## src/rtl/joypad_debounce.sv

```systemverilog
// ---------------------------------------------------------------------------
// joypad_debounce
// Debounces the eight synchronized joypad buttons. It produces the stable
// button vector, single-cycle press/release pulses, the registered
// active-low P1 input nibble for the selected group(s), and the joypad
// interrupt request pulse.
//
// Ports
//   Clk            system clock, rising edge
//   Reset_n        asynchronous active-low reset
//   btn_sync[7:0]  synchronized buttons, 1 = pressed
//                  (0 Right, 1 Left, 2 Up, 3 Down, 4 A, 5 B, 6 Select, 7 Start)
//   sel_dir_n      P1 bit 4, 0 selects the direction group
//   sel_act_n      P1 bit 5, 0 selects the action group
//   btn_state      debounced state, 1 = pressed
//   press_pulse    one-cycle pulse on a debounced 0->1 transition
//   release_pulse  one-cycle pulse on a debounced 1->0 transition
//   p1_low[3:0]    registered active-low P1 bits 3:0
//   joypad_irq     one-cycle pulse when any p1_low bit falls
// ---------------------------------------------------------------------------
module joypad_debounce #(
  parameter int unsigned DEBOUNCE_CYCLES = 65536,
  parameter int unsigned CNT_W           = $clog2(DEBOUNCE_CYCLES)
) (
  input  logic       Clk,
  input  logic       Reset_n,
  input  logic [7:0] btn_sync,
  input  logic       sel_dir_n,
  input  logic       sel_act_n,
  output logic [7:0] btn_state,
  output logic [7:0] press_pulse,
  output logic [7:0] release_pulse,
  output logic [3:0] p1_low,
  output logic       joypad_irq
);

  localparam int unsigned NUM_BTN = 8;
  localparam int unsigned GRP_W   = 4;
  localparam logic [CNT_W-1:0] CNT_MAX = CNT_W'(DEBOUNCE_CYCLES - 1);

  logic [CNT_W-1:0]   cnt_q [NUM_BTN];
  logic [CNT_W-1:0]   cnt_d [NUM_BTN];
  logic [NUM_BTN-1:0] state_d;
  logic [NUM_BTN-1:0] press_d;
  logic [NUM_BTN-1:0] release_d;
  logic [GRP_W-1:0]   p1_next;
  logic               irq_d;

  // Per-button debounce: any sample equal to the stable value restarts the count.
  always_comb begin
    cnt_d     = cnt_q;
    state_d   = btn_state;
    press_d   = '0;
    release_d = '0;
    for (int i = 0; i < int'(NUM_BTN); i++) begin
      if (btn_sync[i] == btn_state[i]) begin
        cnt_d[i] = '0;
      end else if (cnt_q[i] == CNT_MAX) begin
        state_d[i]   = btn_sync[i];
        cnt_d[i]     = '0;
        press_d[i]   = btn_sync[i];
        release_d[i] = ~btn_sync[i];
      end else begin
        cnt_d[i] = cnt_q[i] + CNT_W'(1);
      end
    end
  end

  // P1 nibble from the current debounced state; both groups selected AND together.
  always_comb begin
    p1_next = ~((~{GRP_W{sel_dir_n}} & btn_state[GRP_W-1:0]) |
                (~{GRP_W{sel_act_n}} & btn_state[NUM_BTN-1:GRP_W]));
    // Any line falling raises the IRQ, including falls caused by a select change.
    irq_d   = |(p1_low & ~p1_next);
  end

  // State and output registers.
  always_ff @(posedge Clk or negedge Reset_n) begin
    if (!Reset_n) begin
      for (int i = 0; i < int'(NUM_BTN); i++) begin
        cnt_q[i] <= '0;
      end
      btn_state     <= '0;
      press_pulse   <= '0;
      release_pulse <= '0;
      p1_low        <= '1;
      joypad_irq    <= 1'b0;
    end else begin
      cnt_q         <= cnt_d;
      btn_state     <= state_d;
      press_pulse   <= press_d;
      release_pulse <= release_d;
      p1_low        <= p1_next;
      joypad_irq    <= irq_d;
    end
  end

endmodule

```

## config.mk

```make
export PLATFORM = sky130hd
export DESIGN_NAME = joypad_debounce
export DESIGN_NICKNAME = d
export VERILOG_FILES = /design/src/rtl/joypad_debounce.sv
export SDC_FILE = /design/constraint.sdc
export NUM_CORES = 1
export LEC_CHECK = 0
export BUFFER_PORTS_ARGS = -buffer_cell sky130_fd_sc_hd__clkbuf_2
export CORE_MARGIN = 4
export CORE_UTILIZATION = 50
export CTS_BUF_LIST = sky130_fd_sc_hd__clkbuf_16
export DETAILED_ROUTE_END_ITERATION = 16
export GPL_TIMING_DRIVEN = 0
export PLACE_DENSITY = 0.66
export REMOVE_ABC_BUFFERS = 1
export SLEW_MARGIN = 5
export SYNTH_ARGS = -nofsm -noshare
export SYNTH_HDL_FRONTEND = slang
export SYNTH_SLANG_ARGS = --single-unit
```

## constraint.sdc

```tcl
create_clock -name Clk -period 5.4 [get_ports Clk]
set_clock_uncertainty 0.15 [all_clocks]
set_input_delay 1.08 -clock Clk [delete_from_list [all_inputs] [get_ports Clk]]
set_output_delay 1.08 -clock Clk [all_outputs]
set_load 0.005 [all_outputs]
```

==> impl_results.md <==
- # rows: 43
- Max-cap violations: 0
- Hold buffer count at cts: 0
- Total number of vias: 4945
- Synth Area in Compound Gates: 0.0123
- Top post-synthesis cells by count: nor2_1, dfrtp_1, xnor2_1
- Clock Path Buffers: 2
- Synth Warn #: 0
- Worst-Margin Slew: 0.517 ns
- Die height: 129 microns
- Synth Area in Adders: 0.0136
- Clock transition at path regs: 0.06 ns
- Yosys reg bits: 157
- Most instantiated library cell after synthesis: nor2_1
- Drt pass-1 iters: 4
- Proportion of layout cells with a drive suffix above 1: 0.145
- Largest net degree at the start of global routing: 108
- Routed length per instance: 13.8 microns
- Top Family by Delay on Critical Path: flip-flops
- Worst setup SP type: register
- Vias per cell: 5.29
- Port Buffer Count: 40
- Worst slack at placement: 3.07 ns
- XOR/XNOR Fraction of Synth Area: 0.142
- Later-pin clock latency in the skew report: 0.42 ns
- Peak supply drop: 234 uV
- M1 GR Usage: 0.221
- Worst stage delay on the critical path: 0.54 ns
- Grt peak-use layer: met2
- Core area: 0.0141 sq mm
- CP required: 4.17 ns
- Hold crit path type: reg2reg
- Root Driver: clkbuf_16
- Top_reg_cell synth: dfrtp_1
- DRT iter0 DRCs: 216
- M2 GR Usage: 0.266
- Vias in the first global route: 4810
- Critical path data arrival time: 1.14 ns
- Area grow syn2layout: 13.5%
- Synth area leaders: dfrtp_1, xnor2_1, nor2_1, xor2_1, nand3_1
- Post-Syn Instances: 691
- Initial antenna violation count: 0
- PostCTS Resize Cnt: 0
- Final min period: 2.37 ns
- Unrepaired setup endpoints after global routing: false
- Main combinational cell family by area after synthesis: simple AND/OR/NAND/NOR gates
- GP Congestion: 0.764
- DRC violations left: 0
- Postcts setup bufs: 0
- Area leader, netlist: dfrtp_1
- Pwr/cell area: 314 mW/mm^2
- DIE WIDTH: 129 microns
- Die area: 0.0167 sq mm
- Yosys cell types: 38
- CP Cell Sequence: clkbuf_2
- Fin Setup TNS: 0 ns
- Routed Antenna Nets: 0
- Ys async rst share: 1.00
- Met3 GRT Util: 0.0474
- Htree depth: 4
- Share of the yosys chip area belonging to registers: 0.536
- Worst Path Buf+Inv: 1
- Setup CP Type: reg2out
- Post-synth EDFFs: 0
- Status: finished clean
- Final setup margin: 3.03 ns
- Ant diodes: 0
- Relative slew slack: 0.655
- Tot Pwr: 0.00262 W
- Critical path's slowest cell: dfrtp_1
- Mapped Area: 0.00733 sq mm
- Slew Viols, Final: 0
- DP HPWL: 8710 microns
- Fmax achieved: 0.421 GHz
- Total Wirelength: 12900 microns
- GRT Overall Usage: 0.168
- Pleak: 3.57 nW
- Clock sink total: 157
- Area post-placement: 0.00772 sq mm
- First-pass GRT wire length: 22400 microns
- CTS tree: done
- Crit Path Max Fanout: 6
- I/O pins: 41
- # nets final: 762
- Mux share of post-synthesis cell area: 0.0143
- Setup violators final: 0
- Filler Cells Inserted: 1162
- Gr ovfl total: 0
- Synth Area in Simple Gates: 0.255
- Initial Utilization: 0.520
- Hold WS: 0.333 ns
- Synth top area share: 0.522
- TritonCTS Buffers: 17
- Crit end category: output pin
- Final Cycle Share: 0.439
- Hold Fails Final Rpt: 0
- Post-route cell area: 0.00833 sq mm
- Mapped Avg Cell Area: 10.6 sq um
cell type report:
class,instances,area [sq um],share of cell area
Clock buffer,17,425,0.0511
Sequential cell,157,3930,0.472
Timing Repair Buffer,41,236,0.0284
Inverter,32,120,0.0144
Tap cell,180,225,0.0270
Clock inverter,14,178,0.0213
Multi-Input combinational cell,493,3210,0.385
routing by layer:
metal  up-vias  share of wire  wire length, microns
li1       2442              -                     -
met1      2436           0.48                  6140
met2        53           0.47                  6080
met3        14          0.034                   440
met4         0          0.015                   191
met5         -              0                     0
placed cells by master (no fill, tap or decap), types with 16 or more instances in the layout:
cell / synthesis / layout
dfrtp_1: 153 / 153
nor3_1: 26 / 26
xor2_1: 22 / 22
nor3b_1: 16 / 16
xnor2_1: 97 / 97
clkbuf_2: 0 / 39
nor4_1: 24 / 24
clkbuf_16: 0 / 17
nand3_1: 38 / 38
nor2_1: 154 / 154
nand4_1: 23 / 23
nand2_1: 27 / 27
inv_1: 32 / 33
per-stage QoR:
stage,util,std cells
finish,0.591,934
global route,0.591,934
CTS,0.591,934
detailed placement,0.548,903
global placement,0.545,902
floorplan,-,682
cell families (layout without fill, tap and decap cells):
kind of cell,Yosys count,after routing
flops,157,157
simple gates,346,346
buf+inv,41,104
xor+xnor,119,119
compound gates,12,12
fa+ha+maj,8,8
mux,8,8
worst paths after layout:
path | end | startpoint | slack (ns) | cells after the start
min reg2reg | cnt_q[16] | cnt_q[16] | 0.33 | 1
min | cnt_q[16] | cnt_q[16] | 0.33 | 1
max in group asynchronous | cnt_q[16] | Reset_n | 3.83 | 2
min in group asynchronous | cnt_q[68] | Reset_n | 0.44 | 1
max | btn_state[4] | btn_state[4] | 3.03 | 1
max reg2reg | cnt_q[15] | cnt_q[0] | 3.29 | 5
sequential cells by signal, indices dropped and copies added, names as in the netlist:
register,cells
btn_state,8
cnt_q,128
joypad_irq,1
p1_low,4
press_pulse,8
release_pulse,8
power breakdown:
part | internal [W] | switching, W
Combinational | 0.0000551 | 0.0000889
Sequential | 0.00121 | 0.0000384
Clock | 0.000762 | 0.000458
Total | 0.00203 | 0.000585
Note: power is estimated with default switching activity, not from simulation.
